**src/rtl/fifo_stream_reader.sv**
```systemverilog
// fifo_stream_reader: drains a standard-mode FIFO (one-cycle read latency)
// into a ready/valid stream through a 2-entry skid buffer.
// Optional statistics counters (word_cnt, stall_cnt) are built only when
// the macro FIFO_RD_STATS_EN is defined; the default build omits them.
module fifo_stream_reader #(
  parameter int DATA_WIDTH = 8,
  parameter int CNT_WIDTH  = 16
) (
  input  logic                  clk,
  input  logic                  srst,
  input  logic                  fifo_empty,
  input  logic [DATA_WIDTH-1:0] fifo_dout,
  output logic                  fifo_rd_en,
  output logic [DATA_WIDTH-1:0] m_tdata,
  output logic                  m_tvalid,
  input  logic                  m_tready
`ifdef FIFO_RD_STATS_EN
  ,
  output logic [CNT_WIDTH-1:0]  word_cnt,
  output logic [CNT_WIDTH-1:0]  stall_cnt
`endif
);

  typedef enum logic [1:0] {EMPTY = 2'd0, ONE = 2'd1, FULL = 2'd2} occ_t;

  occ_t                  state_q, state_d;
  logic                  pending;
  logic [DATA_WIDTH-1:0] head_q, tail_q;
  logic                  pop, cap;
  logic [2:0]            room;

  assign pop = m_tvalid && m_tready;
  // the word requested last cycle is on fifo_dout now
  assign cap = pending;

  // Words already owned after this cycle's pop; read only if a slot stays
  // free. Pending counts as owned so the buffer can never overflow.
  assign room       = {1'b0, state_q} + {2'b00, pending} - {2'b00, pop};
  assign fifo_rd_en = !srst && !fifo_empty && (room < 3'd2);

  // occupancy state and in-flight flag
  always_ff @(posedge clk) begin
    if (srst) begin
      state_q <= EMPTY;
      pending <= 1'b0;
    end else begin
      state_q <= state_d;
      pending <= fifo_rd_en;
    end
  end

  // occupancy moves +1 on capture, -1 on pop, holds when both happen
  always_comb begin
    state_d = state_q;
    if (cap && !pop)
      state_d = (state_q == EMPTY) ? ONE : FULL;
    else if (!cap && pop)
      state_d = (state_q == FULL) ? ONE : EMPTY;
  end

  // stream outputs; forced quiet while reset is held
  always_comb begin
    m_tvalid = !srst && (state_q != EMPTY);
    m_tdata  = srst ? '0 : head_q;
  end

  // buffer datapath: head is what the stream shows, tail is the spill slot
  always_ff @(posedge clk) begin
    if (srst) begin
      head_q <= '0;
      tail_q <= '0;
    end else if (cap && pop) begin
      if (state_q == FULL) begin
        head_q <= tail_q;
        tail_q <= fifo_dout;
      end else begin
        head_q <= fifo_dout;
      end
    end else if (cap) begin
      if (state_q == EMPTY) head_q <= fifo_dout;
      else                  tail_q <= fifo_dout;
    end else if (pop) begin
      head_q <= tail_q;
    end
  end

`ifdef FIFO_RD_STATS_EN
  // beat counter wraps; stall counter sticks at all ones
  always_ff @(posedge clk) begin
    if (srst) begin
      word_cnt  <= '0;
      stall_cnt <= '0;
    end else begin
      if (pop) word_cnt <= word_cnt + 1'b1;
      if (m_tvalid && !m_tready && (stall_cnt != '1))
        stall_cnt <= stall_cnt + 1'b1;
    end
  end
`endif

endmodule

```
**config.mk**
```make
export PLATFORM = sky130hd
export DESIGN_NAME = fifo_stream_reader
export DESIGN_NICKNAME = d
export VERILOG_FILES = /design/src/rtl/fifo_stream_reader.sv
export SDC_FILE = /design/constraint.sdc
export NUM_CORES = 1
export LEC_CHECK = 0
export ABC_CLOCK_PERIOD_IN_PS = 6000
export CELL_PAD_IN_SITES_DETAIL_PLACEMENT = 2
export CELL_PAD_IN_SITES_GLOBAL_PLACEMENT = 2
export CORE_MARGIN = 4
export CORE_UTILIZATION = 31
export DETAILED_ROUTE_END_ITERATION = 10
export GPL_ROUTABILITY_DRIVEN = 1
export PLACE_DENSITY = 0.86
export SYNTH_ARGS = -nofsm -noshare
export SYNTH_HDL_FRONTEND = slang
export SYNTH_SLANG_ARGS = --single-unit
```
**constraint.sdc**
```tcl
create_clock -name clk -period 6 [get_ports clk]
set_input_delay 0.9 -clock clk [delete_from_list [all_inputs] [get_ports clk]]
set_output_delay 0.9 -clock clk [all_outputs]
set_load 0.005 [all_outputs]
```
# [Word level (Yosys, flattened, before mapping)]
# Index checks and enable logic that the tools add are counted.
[word_totals] ff_bits=19 inputBits=12 out_inout_bits=10 wordCells=43
[classes] n_addsub=2 order_cmp=1 eq_ne=4 n_mux=14 reduce_logical=18
[op_table] op="8-bit two-way mux" count=10
[op_table] op="1-bit logical AND" count=7
[op_table] op="2-bit two-way mux" count=3
[op_table] op="2-bit nonzero test" count=3
[op_table] op="1-bit logical NOT" count=4
[op_table] op="2-bit by 1-bit adder with 3-bit output" count=1
[op_table] op="3-bit by 2-bit less-than comparator with 1-bit output, second input constant" count=1
[op_table] op="3-bit by 1-bit != test with 1-bit output, second input constant" count=1
[op_table] op="3-bit AND reduction" count=1
[op_table] op="3-bit nonzero test" count=1
[op_table] op="3-bit by 1-bit subtractor with 3-bit output" count=1
[op_table] op="2-bit == test, second input constant" count=1
[op_table] op="2-bit logical NOT" count=1
[op_table] op="2-bit by 1-bit != test with 1-bit output, second input constant" count=1
[op_table] op="2-bit != test, second input constant" count=1
[op_table] op="2-bit AND reduction" count=1
[op_table] op="1-bit two-way mux" count=1

# [Longest topological paths before layout]
# Gate-level depths: netlist of the first run.
[logic_depth] depth_word=6 depth_mapped=11 ltp_nobuf=8

# [Least setup slack after synthesis of the first run]
# No wires, ideal clock.
[synth_path] path_type="input-to-output" from="input port srst" to="output port fifo_rd_en" arrival_ns=2.390 t_required_ns=5.100 path_slack_ns=2.710 stages=7 n_path_buf=0 cell_sequence="nor2b_1 nand2_1 ha_1 nand2_1 fa_1 xor2_1 nor4b_1"
[synth_between] elab_chain_cells=6 word_cells_on_any_way=7 cone_classes="1 x add/sub; 1 x order compare; 5 x reduce/logical"
[synth_rtl] element="from (decl)" line_no="10" text="input logic srst,"
[synth_rtl] element="1-bit logical NOT (*)" line_no="39, 63"
[synth_rtl] element="1-bit logical AND" line_no="63" text="m_tvalid = !srst && (state_q != EMPTY);"
[synth_rtl] element="1-bit logical AND" line_no="32" text="assign pop = m_tvalid && m_tready;"
[synth_rtl] element="3-bit by 1-bit subtractor with 3-bit output" line_no="38" text="assign room = {1'b0, state_q} + {2'b00, pending} - {2'b00, pop};"
[synth_rtl] element="3-bit by 2-bit less-than comparator with 1-bit output" line_no="39" text="assign fifo_rd_en = !srst && !fifo_empty && (room < 3'd2);"
[synth_rtl] element="1-bit logical AND (*)" line_no="39"
[synth_rtl] element="to (decl)" line_no="13" text="output logic fifo_rd_en,"
# Mark *: on every way between the ends. The rest lies on a longest branch, timed or not.

# [Worst setup path after layout of the first run]
# Same ends and word-level chain as after synthesis.

==> results of run 1 <==
critical path: stages:
cell and delay, ns:
clkdlybuf4s50_1 0.40, buf_4 0.23, nor2b_1 0.22, nand2_1 0.12, ha_1 0.37, nand2_1 0.09, fa_1 0.38, xor2_1 0.17
nor4b_1 0.27, clkdlybuf4s50_1 0.57
cell usage after synthesis (all sizes together):
| library cell | number | area, um^2 |
|---|---|---|
| ha | 4 | 50.1 |
| dfxtp | 19 | 380 |
| xor2 | 2 | 17.5 |
| o22a | 1 | 8.76 |
| a21o | 1 | 15.0 |
| nand2b | 1 | 6.26 |
| a221oi | 16 | 140 |
| o21ai | 16 | 80.1 |
| o21a | 8 | 60.1 |
| nand2 | 3 | 11.3 |
| nand3b | 2 | 15.0 |
| and3b | 1 | 8.76 |
| fa | 1 | 20.0 |
| nand3 | 8 | 40.0 |
| nor2 | 9 | 33.8 |
| nor4b | 2 | 17.5 |
| nor2b | 3 | 18.8 |
| clkbuf | 6 | 23.8 |
| nor3 | 1 | 5.00 |
| o22ai | 1 | 6.26 |
| buf | 7 | 42.5 |
| or2 | 1 | 6.26 |
| a21oi | 10 | 50.1 |
| and2 | 2 | 12.5 |
| inv | 9 | 33.8 |
cell type report:
class | count | area share
Clock buffer | 4 | 0.0196
Inverter | 9 | 0.0252
Multi-Input combinational cell | 93 | 0.465
Sequential cell | 19 | 0.284
Tap cell | 46 | 0.0430
Timing Repair Buffer | 22 | 0.163
registers in the layout (all words and copies together), names as in the netlist:
signal and cells:
tail_q 8, cap 1, head_q 8, state_q 2
cell usage in the layout, fill, tap and decap left out, types with 2 or more instances in the layout:
master,instances
clkdlybuf4s50_1,21
dfxtp_1,19
o21ai_0,16
a221oi_1,16
a21oi_1,10
inv_1,9
nor2_1,9
nand3_1,8
o21a_1,8
ha_1,4
nor2b_1,3
nand2_1,3
clkbuf_4,3
xor2_1,2
nor4b_1,2
nand3b_1,2
layer usage:
layer	wire length [um]	share of wire	GRT usage	vias to the layer above
met5	0	0	0	-
met4	29	0.0084	0.0481	0
met3	104	0.030	0.0266	4
met2	1790	0.51	0.321	21
met1	1550	0.45	0.204	529
li1	-	-	-	509
where the power goes:
part | switching [mW] | leakage (nW) | internal [mW] | total (mW)
sequential | 0.00407 | 0.155 | 0.132 | 0.136
clock | 0.0448 | 0.0150 | 0.0260 | 0.0708
combinational | 0.0231 | 0.290 | 0.0241 | 0.0472
total | 0.0719 | 0.459 | 0.182 | 0.254
path summary, 6_finish.rpt:
path	start	endpoint	slack (ns)
max	srst	fifo_rd_en	1.37
min	head_q[4]	head_q[4]	0.49
max reg2reg	state_q[1]	head_q[0]	3.10
min reg2reg	head_q[4]	head_q[4]	0.49
per-stage QoR:
| step | std cells | hold slack [ns] | setup WS (ns) | area (um^2) |
|---|---|---|---|---|
| global route | 193 | 0.527 | 1.13 | 1340 |
| finish | 193 | 0.493 | 1.37 | 1340 |
| floorplan | 134 | 0.450 | 2.71 | 1100 |
| CTS | 193 | 0.500 | 1.32 | 1340 |
| global placement | 189 | 0.463 | 1.56 | 1310 |
| detailed placement | 189 | 0.480 | 1.34 | 1310 |
kinds of logic after synthesis:
kind of cell	Yosys count
compound gates	53
simple gates	33
buf+inv	22
flops	19
fa+ha+maj	5
xor+xnor	2
==> out/qor.json, run 1 <==
{
  "global_route": {
    "largest_net_degree_at_the_start_of_global_routing": 30,
    "globalRouteOverflowTotal": 0,
    "total_track_usage": 0.174,
    "grt_pass1_vias": 1199,
    "grt_pass1_wl_um": 5950,
    "initial_antenna_violation_count": 0
  },
  "clock_tree": {
    "ctsResizeCount": 0,
    "tritoncts": "yes",
    "clkSinkCount": 19,
    "maximum_root_to_sink_buffer_count": 2,
    "clock_tree.root_cell": "clkbuf_4",
    "postCtsSetupRepairBufs": 0,
    "clock_latency_ns": 0.31,
    "tritoncts.num_buffers": 3,
    "path_clk_slew_ns": 0.11,
    "cts-htree-levels": 1,
    "cts.hold.buffers_added": 0
  },
  "sta": {
    "finalCriticalPeriod_ns": 4.63,
    "slew_headroom": 0.602,
    "skew_final_ns": 0.0128,
    "tightest_slew_ns": 0.596,
    "grt_setup_unrepaired": "no",
    "hold_viol": 0,
    "timing.fmax_mhz": 216,
    "total_negative_setup_slacks_ns": 0,
    "report.final.slew_viol_count": 0,
    "timing.final.setup_violations": 0,
    "min_period_over_period": 0.771
  },
  "run_status": {
    "run_status": "completed"
  },
  "power_and_ir_drop": {
    "cellLeakagePower_nw": 0.459,
    "finalPower_mw": 0.254,
    "vdd_drop_max_mv": 0.0642,
    "power_density_nw_per_um2": 189
  },
  "setup_path": {
    "timing.critical_path.arrival_ns": 3.73,
    "critical_path_class": "input port to output pin",
    "end_kind": "output pin",
    "crit_required_ns": 5.10,
    "worst_setup_path_start_kind": "input port",
    "critical_path_peak_fanout": 29,
    "reg2reg_depth": 7
  },
  "layout": {
    "antenna_cells_inserted": 0,
    "multi_input_comb_area_um2": 623,
    "final-seq-area_um2": 380,
    "fillers": 389,
    "flow.area_growth_from_synthesis_pct": 21.3,
    "final_core_util": 0.395,
    "final_layout_size_suffix_gt1_frac": 0.0340,
    "layout.nets": 165
  },
  "die": {
    "std_cell_rows": 21,
    "ios": 22,
    "die_height_um": 67.7,
    "die_width_um": 67.7,
    "fp.dieArea_um2": 4580,
    "initial_utilization": 0.326,
    "floorplan_core_area_um2": 3390
  },
  "synthesis": {
    "yosys.area_share.xor_xnor": 0.0159,
    "distinct_cell_type_count_of_the_synthesized_netlist": 29,
    "yosys.area_share.simple": 0.159,
    "yosys.area_share.adder": 0.0635,
    "portion_of_the_post_synthesis_area_used_by_sequential_elements": 0.345,
    "postSynthCellCount": 134,
    "share_of_synthesized_area_spent_on_multiplexers": 0,
    "synth_area_um2": 1100,
    "synth_nets": 151,
    "synth.avg_cell_area_um2": 8.24,
    "synth_compound_area_frac": 0.327,
    "synth-seq-cells": 19,
    "synth_top_family_by_area": "compound AO/OA/AOI/OAI gates",
    "synthesis.yosys.warnings": 0
  },
  "routing": {
    "route.detailed.vias_per_inst": 5.51,
    "remaining_drcs": 0,
    "detailroute.via_count": 1063,
    "drt_first_pass_iters": 4,
    "post_drt_wl_per_cell_um": 18.0,
    "ant_nets": 0,
    "drt_iter0_drc": 37,
    "routed_wl_um": 3470
  },
  "placed_design": {
    "hpwl_um": 2640,
    "placement.io_buffers": 21,
    "gpl.final_weighted_congestion": 0.717
  },
  "min_path": {
    "min-delay-path-class": "flip-flop to flip-flop",
    "hold_path_cells": 2
  },
  "run": {
    "drv_cap": 0
  }
}
No activity file was read; power rests on OpenSTA's default activity.
==> inputs of run 2 (changes only) <==
==> config.mk (replaced) <==
export PLATFORM = sky130hd
export DESIGN_NAME = fifo_stream_reader
export DESIGN_NICKNAME = d
export VERILOG_FILES = /design/src/rtl/fifo_stream_reader.sv
export SDC_FILE = /design/constraint.sdc
export NUM_CORES = 1
export LEC_CHECK = 0
export ABC_CLOCK_PERIOD_IN_PS = 4200
export CELL_PAD_IN_SITES_DETAIL_PLACEMENT = 2
export CELL_PAD_IN_SITES_GLOBAL_PLACEMENT = 2
export CORE_MARGIN = 4
export CORE_UTILIZATION = 26
export DETAILED_ROUTE_END_ITERATION = 10
export GPL_ROUTABILITY_DRIVEN = 1
export PLACE_DENSITY = 0.77
export SYNTH_ARGS = -nofsm -noshare
export SYNTH_HDL_FRONTEND = slang
export SYNTH_SLANG_ARGS = --single-unit
==> constraint.sdc (replaced) <==
create_clock -name clk -period 4.2 [get_ports clk]
set_input_delay 0.63 -clock clk [delete_from_list [all_inputs] [get_ports clk]]
set_output_delay 0.63 -clock clk [all_outputs]
set_load 0.005 [all_outputs]
==> run 2 against run 1 <==
- cell count rose by 2.1%
- sequential power grew 43%
- count of clock-buffer cells in the layout stayed put
- clock skew down 0.0087 ns
- design area increased by 2.0%
- largest power group unchanged
- flip-flop and latch count did not move
- wire length shrank 2.9%
- worst setup slack got worse by 1.2 ns
- first-iteration DRC count grew 22%
- non-clock buffer count did not move
- register-to-register slack worse by 1.7 ns
- utilization shrank 5.9 points
==> out/qor.json, run 2 (synthesis gave the netlist of run 1 again) <==
{
  "run_status": {
    "run_status": "completed"
  },
  "routing": {
    "drt_first_pass_iters": {"value": 4, "change": "unchanged"},
    "drt_iter0_drc": {"value": 45, "change": "+22%"},
    "ant_nets": {"value": 0, "change": "unchanged"},
    "remaining_drcs": {"value": 0, "change": "unchanged"},
    "route.detailed.vias_per_inst": {"value": 5.44, "change": "-1.2%"},
    "detailroute.via_count": {"value": 1072, "change": "+0.85%"},
    "routed_wl": {"value": 3370, "unit": "um", "change": "-2.9%"},
    "post_drt_wl_per_cell": {"value": 17.1, "unit": "um", "change": "-4.9%"}
  },
  "placed_design": {
    "placement.io_buffers": {"value": 21, "change": "unchanged"},
    "cell_count_post_placement": {"value": 193, "change": "+2.1%"},
    "gpl.final_weighted_congestion": {"value": 0.783, "change": "+9.2%"},
    "placedInstanceArea": {"value": 1320, "unit": "um^2", "change": "+0.38%"},
    "hpwl": {"value": 2500, "unit": "um", "change": "-5.0%"}
  },
  "setup_path": {
    "end_kind": "output pin",
    "timing.critical_path.arrival": {"value": 3.36, "unit": "ns", "change": "-0.37 ns"},
    "slowest_stage": "clkdlybuf4s50_1",
    "worst_setup_path_start_kind": "flip-flop",
    "critPathMostFrequentCell": "nand2_1",
    "critical_path_peak_fanout": {"value": 10, "change": "-66%"},
    "path_cells": "or2_4 -> nor2b_1 -> nand2_1 -> ha_1 -> nand2_1 -> fa_1 -> xor2_1 -> nor4b_1 -> clkdlybuf4s50_1",
    "cp_slowest_stage_delay": {"value": 0.59, "unit": "ns", "change": "+0.02 ns"},
    "critical_path_class": "flip-flop to output pin",
    "crit_required": {"value": 3.57, "unit": "ns", "change": "-1.53 ns"}
  },
  "layout": {
    "layout_top_registers": "head_q x8, tail_q x8, state_q x2",
    "final_layout_size_suffix_gt1_frac": {"value": 0.0408, "change": "+0.00680"},
    "final_core_util": {"value": 0.336, "change": "-0.0586"},
    "layout.cells.most_common": "clkdlybuf4s50_1",
    "final_cell_count_no_fill": {"value": 197, "change": "+2.1%"},
    "mostFrequentLayoutCells": "clkdlybuf4s50_1, dfxtp_1, o21ai_0, a221oi_1, a21oi_1",
    "layout.nets": {"value": 165, "change": "unchanged"},
    "postLayoutCellArea": {"value": 1370, "unit": "um^2", "change": "+2.0%"},
    "antenna_cells_inserted": {"value": 0, "change": "unchanged"},
    "flow.area_growth_from_synthesis_pct": 23.7
  },
  "global_route": {
    "initial_antenna_violation_count": {"value": 0, "change": "unchanged"},
    "grt_pass1_vias": {"value": 1135, "change": "-5.3%"},
    "largest_net_degree_at_the_start_of_global_routing": {"value": 29, "change": "-3.3%"},
    "grt_pass1_wl": {"value": 5530, "unit": "um", "change": "-7.1%"},
    "globalRouteOverflowTotal": {"value": 0, "change": "unchanged"},
    "total_track_usage": {"value": 0.133, "change": "-0.0405"}
  },
  "sta": {
    "hold_viol": {"value": 0, "change": "unchanged"},
    "total_negative_setup_slacks": {"value": 0, "unit": "ns", "change": "unchanged"},
    "slew_headroom": {"value": 0.585, "change": "-0.0169"},
    "timing.final.setup_violations": {"value": 0, "change": "unchanged"},
    "min_period_over_period": 0.950,
    "finalCriticalPeriod_ns": 3.99,
    "tightest_slew": {"value": 0.621, "unit": "ns", "change": "+0.0252 ns"},
    "report.final.slew_viol_count": {"value": 0, "change": "unchanged"},
    "timing.fmax_mhz": 251,
    "skew_final": {"value": 0.00418, "unit": "ns", "change": "-0.00867 ns"},
    "grt_setup_unrepaired": "no"
  },
  "clock_tree": {
    "tritoncts.num_buffers": {"value": 3, "change": "unchanged"},
    "maximum_root_to_sink_buffer_count": {"value": 2, "change": "unchanged"},
    "postCtsSetupRepairBufs": {"value": 0, "change": "unchanged"},
    "clock_tree.root_cell": "clkbuf_8",
    "cts.hold.buffers_added": {"value": 0, "change": "unchanged"},
    "path_clk_slew": {"value": 0.07, "unit": "ns", "change": "-0.04 ns"},
    "clock_latency": {"value": 0.26, "unit": "ns", "change": "-0.05 ns"},
    "clkSinkCount": {"value": 19, "change": "unchanged"},
    "cts-htree-levels": {"value": 1, "change": "unchanged"},
    "tritoncts": "yes"
  },
  "power_and_ir_drop": {
    "finalPower": {"value": 0.391, "unit": "mW", "change": "+54%"},
    "power_density": {"value": 286, "unit": "nW/um^2", "change": "+51%"},
    "cellLeakagePower": {"value": 0.467, "unit": "nW", "change": "+1.7%"},
    "vdd_drop_max": {"value": 0.0835, "unit": "mV", "change": "+30%"}
  },
  "die": {
    "ios": {"value": 22, "change": "unchanged"},
    "fp.dieArea": {"value": 5350, "unit": "um^2", "change": "+17%"},
    "die_width": {"value": 73.2, "unit": "um", "change": "+8.1%"},
    "std_cell_rows": {"value": 23, "change": "+9.5%"},
    "die_height": {"value": 73.2, "unit": "um", "change": "+8.1%"},
    "initial_utilization": {"value": 0.272, "change": "-0.0536"},
    "floorplan_core_area": {"value": 4060, "unit": "um^2", "change": "+20%"}
  },
  "min_path": {
    "min-delay-path-class": "flip-flop to flip-flop"
  },
  "run": {
    "drv_cap": {"value": 0, "change": "unchanged"}
  }
}
==> run 2: worst max-delay path, delay by kind of cell (launching register included) <==
family	cells	cell delay [ns]
flops	1	0.57
buf+inv	1	0.59
xor+xnor	1	0.17
simple gates	5	1.02
fa+ha+maj	2	0.75
==> run 2: layout make-up <==
type	count	area (um^2)
sequential	19	380
inverter	9	33.8
tap	50	62.6
fill	456	2690
multi-input combinational	93	626
timing repair buffer	22	218
clock buffer	4	45.0
==> run 2: per-stage QoR <==
stage	hold WS, ns	setup WS, ns
3_5_place_dp	0.476	0.269
5_1_grt	0.514	0.00970
6_report	0.480	0.209
4_1_cts	0.487	0.0972
3_3_place_gp	0.465	0.514
2_1_floorplan	0.450	1.34
==> run 2: power by group <==
| group | switching, mW | internal [mW] |
|---|---|---|
| logic | 0.0329 | 0.0348 |
| clock network | 0.0617 | 0.0675 |
| registers | 0.00575 | 0.188 |
| total | 0.100 | 0.290 |
==> run 2: worst paths after layout <==
check,slack [ns],end,depth (start not counted),from
worst max-delay path,0.21,fifo_rd_en,9,state_q[1]
worst min-delay path,0.48,head_q[1],2,head_q[1]
worst min register to register,0.48,head_q[1],2,head_q[1]
worst max register to register,1.38,head_q[2],7,state_q[1]
==> run 2: what timing repair did <==
action                                  in CTS  in global routing
gates resized for setup                      0                  1
hold endpoints to repair                     0                  0
endpoints found under the setup margin       0                  1
==> run 2: layer usage <==
| metal | track usage | part of all wire | up-vias |
|---|---|---|---|
| li1 | - | - | 510 |
| met1 | 0.174 | 0.46 | 534 |
| met2 | 0.220 | 0.49 | 24 |
| met3 | 0.0262 | 0.041 | 4 |
| met4 | 0.0389 | 0.0086 | 0 |
| met5 | 0 | 0 | - |
==> inputs of run 3 (changes only) <==
==> config.mk (replaced) <==
export PLATFORM = sky130hd
export DESIGN_NAME = fifo_stream_reader
export DESIGN_NICKNAME = d
export VERILOG_FILES = /design/src/rtl/fifo_stream_reader.sv
export SDC_FILE = /design/constraint.sdc
export NUM_CORES = 1
export LEC_CHECK = 0
export ABC_CLOCK_PERIOD_IN_PS = 3900
export CELL_PAD_IN_SITES_DETAIL_PLACEMENT = 2
export CELL_PAD_IN_SITES_GLOBAL_PLACEMENT = 2
export CORE_MARGIN = 4
export CORE_UTILIZATION = 29
export DETAILED_ROUTE_END_ITERATION = 10
export GPL_ROUTABILITY_DRIVEN = 1
export PLACE_DENSITY = 0.81
export SYNTH_ARGS = -nofsm -noshare
export SYNTH_HDL_FRONTEND = slang
export SYNTH_SLANG_ARGS = --single-unit
==> constraint.sdc (replaced) <==
create_clock -name clk -period 3.9 [get_ports clk]
set_input_delay 0.585 -clock clk [delete_from_list [all_inputs] [get_ports clk]]
set_output_delay 0.585 -clock clk [all_outputs]
set_load 0.005 [all_outputs]
==> run 3 against run 2 <==
- combinational power is 12% higher
- die area is 9.2% lower
- sequential power is 8% higher
- flip-flop and latch count stayed put
- hold slack better by 0.0012 ns
- worst setup slack better by 0.080 ns
- cell count is 0.51% lower
- wire length is 0.77% higher
- power is 8.8% higher
- critical endpoint unchanged
- largest cell class unchanged
==> out/qor.json, run 3 (synthesis gave the netlist of run 1 again) <==
{
  "sta": {
    "report.final.slew_viol_count": {"value": 0, "change": "unchanged"},
    "finalCriticalPeriod_ns": 3.61,
    "timing.final.setup_violations": {"value": 0, "change": "unchanged"},
    "total_negative_setup_slacks": {"value": 0, "unit": "ns", "change": "unchanged"},
    "tightest_slew": {"value": 0.603, "unit": "ns", "change": "-0.0175 ns"},
    "min_period_over_period": 0.926,
    "hold_viol": {"value": 0, "change": "unchanged"},
    "timing.fmax_mhz": 277,
    "grt_setup_unrepaired": "no",
    "finalWorstSetupSlack": {"value": 0.288, "unit": "ns", "change": "+0.0798 ns"},
    "skew_final": {"value": 0.00152, "unit": "ns", "change": "-0.00266 ns"},
    "slew_headroom": {"value": 0.598, "change": "+0.0125"},
    "fin_worst_hold_slack": {"value": 0.481, "unit": "ns", "change": "+0.00118 ns"}
  },
  "setup_path": {
    "path_cells": "clkdlybuf4s50_1 -> nor2b_2 -> nand2_1 -> ha_4 -> nand2_1 -> fa_1 -> xor2_1 -> nor4b_1 -> clkdlybuf4s50_1",
    "cp_slowest_stage_delay": {"value": 0.55, "unit": "ns", "change": "-0.04 ns"},
    "crit_required": {"value": 3.31, "unit": "ns", "change": "-0.26 ns"},
    "reg2reg_from": "state_q[0]",
    "critical_path_peak_fanout": {"value": 5, "change": "-5"},
    "worst-path-stages": {"value": 9, "change": "unchanged"},
    "crit_start": "srst",
    "slowest_stage": "clkdlybuf4s50_1",
    "worst_setup_path_start_kind": "input port",
    "end_kind": "output pin",
    "reg2reg_depth": {"value": 7, "change": "unchanged"},
    "cp_top_family": "buffers and inverters",
    "critical_path_class": "input port to output pin",
    "worstPathBufferInverterCount": {"value": 2, "change": "+1"},
    "timing.critical_path.arrival": {"value": 3.03, "unit": "ns", "change": "-0.33 ns"}
  },
  "global_route": {
    "grt_pass1_wl": {"value": 5860, "unit": "um", "change": "+6.0%"},
    "total_track_usage": {"value": 0.147, "change": "+0.0141"},
    "initial_antenna_violation_count": {"value": 0, "change": "unchanged"},
    "globalRouteOverflowTotal": {"value": 0, "change": "unchanged"},
    "largest_net_degree_at_the_start_of_global_routing": {"value": 29, "change": "unchanged"},
    "grt_pass1_vias": {"value": 1116, "change": "-1.7%"}
  },
  "layout": {
    "antenna_cells_inserted": {"value": 0, "change": "unchanged"},
    "final-seq-area": {"value": 382, "unit": "um^2", "change": "+0.33%"},
    "mostFrequentLayoutCells": "clkdlybuf4s50_1, dfxtp_1, o21ai_0, a221oi_1, a21oi_1",
    "layout_top_registers": "head_q x8, tail_q x8, state_q x2",
    "layout.cells.most_common": "clkdlybuf4s50_1",
    "layout.nets": {"value": 166, "change": "+0.61%"},
    "fillers": {"value": 410, "change": "-10%"},
    "final_cell_count_no_fill": {"value": 196, "change": "-0.51%"},
    "multi_input_comb_area": {"value": 641, "unit": "um^2", "change": "+2.4%"},
    "final_layout_size_suffix_gt1_frac": {"value": 0.0743, "change": "+0.0335"},
    "flow.area_growth_from_synthesis_pct": 25.7
  },
  "placed_design": {
    "pre_cts_ws": {"value": 0.168, "unit": "ns", "change": "-0.101 ns"},
    "cell_count_post_placement": {"value": 192, "change": "-0.52%"},
    "gpl.final_weighted_congestion": {"value": 0.743, "change": "-5.1%"},
    "placement.io_buffers": {"value": 21, "change": "unchanged"},
    "hpwl": {"value": 2580, "unit": "um", "change": "+2.8%"}
  },
  "clock_tree": {
    "path_clk_slew": {"value": 0.08, "unit": "ns", "change": "about the same"},
    "tritoncts.num_buffers": {"value": 3, "change": "unchanged"},
    "clock_tree.root_cell": "clkbuf_8",
    "clkSinkCount": {"value": 19, "change": "unchanged"},
    "cts-htree-levels": {"value": 1, "change": "unchanged"},
    "postCtsSetupRepairBufs": {"value": 0, "change": "unchanged"},
    "tritoncts": "yes",
    "clock_latency": {"value": 0.25, "unit": "ns", "change": "about the same"},
    "maximum_root_to_sink_buffer_count": {"value": 2, "change": "unchanged"}
  },
  "power_and_ir_drop": {
    "vdd_drop_max": {"value": 0.0976, "unit": "mV", "change": "+17%"},
    "cellLeakagePower": {"value": 0.477, "unit": "nW", "change": "+2.1%"},
    "power_density": {"value": 306, "unit": "nW/um^2", "change": "+7.0%"},
    "finalPower": {"value": 0.425, "unit": "mW", "change": "+8.8%"}
  },
  "min_path": {
    "min-delay-path-class": "flip-flop to flip-flop",
    "timing.hold.worst.start": "tail_q[4]",
    "hold_path_cells": {"value": 2, "change": "unchanged"}
  },
  "routing": {
    "route.detailed.vias_per_inst": {"value": 5.34, "change": "-1.8%"},
    "ant_nets": {"value": 0, "change": "unchanged"},
    "routed_wl": {"value": 3400, "unit": "um", "change": "+0.77%"},
    "drt_first_pass_iters": {"value": 4, "change": "unchanged"},
    "drt_iter0_drc": {"value": 33, "change": "-27%"},
    "detailroute.via_count": {"value": 1047, "change": "-2.3%"},
    "post_drt_wl_per_cell": {"value": 17.3, "unit": "um", "change": "+1.3%"},
    "remaining_drcs": {"value": 0, "change": "unchanged"}
  },
  "die": {
    "die_height": {"value": 69.7, "unit": "um", "change": "-4.7%"},
    "ios": {"value": 22, "change": "unchanged"},
    "std_cell_rows": {"value": 22, "change": "-4.3%"},
    "floorplan_core_area": {"value": 3660, "unit": "um^2", "change": "-9.8%"},
    "die_width": {"value": 69.7, "unit": "um", "change": "-4.7%"},
    "fp.dieArea": {"value": 4860, "unit": "um^2", "change": "-9.2%"},
    "initial_utilization": {"value": 0.301, "change": "+0.0295"}
  },
  "run": {
    "drv_cap": {"value": 0, "change": "unchanged"}
  },
  "run_status": {
    "run_status": "completed"
  }
}
[run 3: metal layers]
metal  wire [um]  GRT usage  up-vias
met5           0          0        -
met4          27     0.0383        0
met3         100     0.0232        2
met2        1680      0.240       18
met1        1590      0.201      515
li1            -          -      512
[run 3: final timing paths]
path                              endpoint  slack, ns
worst min-delay path             tail_q[4]       0.48
worst max-delay path            fifo_rd_en       0.29
worst max register to register   head_q[6]       1.31
worst min register to register   tail_q[4]       0.48
[run 3: what timing repair did]
item / in CTS / in global routing
hold buffers: 0 / 0
resized for setup: 0 / 4
setup endpoints to repair: 0 / 1
[run 3: worst reg2reg max path, stage by stage (launching register included)]
cell,delay (ns)
dfxtp_2,0.38
or2_4,0.29
nor2b_2,0.18
and2_1,0.17
ha_1,0.37
nor2b_1,0.56
a221oi_1,0.20
a221oi_1,0.33
[run 3: final cells by class]
cell class,instances,share of cell area
well taps,48,0.0433
flip-flops and latches,19,0.275
repair buffers,23,0.162
inverters,9,0.0243
clock inverters,1,0.00361
multi-input cells,93,0.462
clock buffers,3,0.0298
[run 3: through the flow]
stage                util  instance area [um^2]
detailed placement  0.361                  1320
finish              0.379                  1390
global placement    0.361                  1320
global route        0.379                  1390
floorplan               -                  1100
CTS                 0.374                  1370
[run 3: power by group]
part	leakage, nW	total [mW]	switching, mW	internal [mW]
clock network	0.0255	0.141	0.0696	0.0710
registers	0.155	0.209	0.00633	0.202
logic	0.296	0.0755	0.0359	0.0396
total	0.477	0.425	0.112	0.313
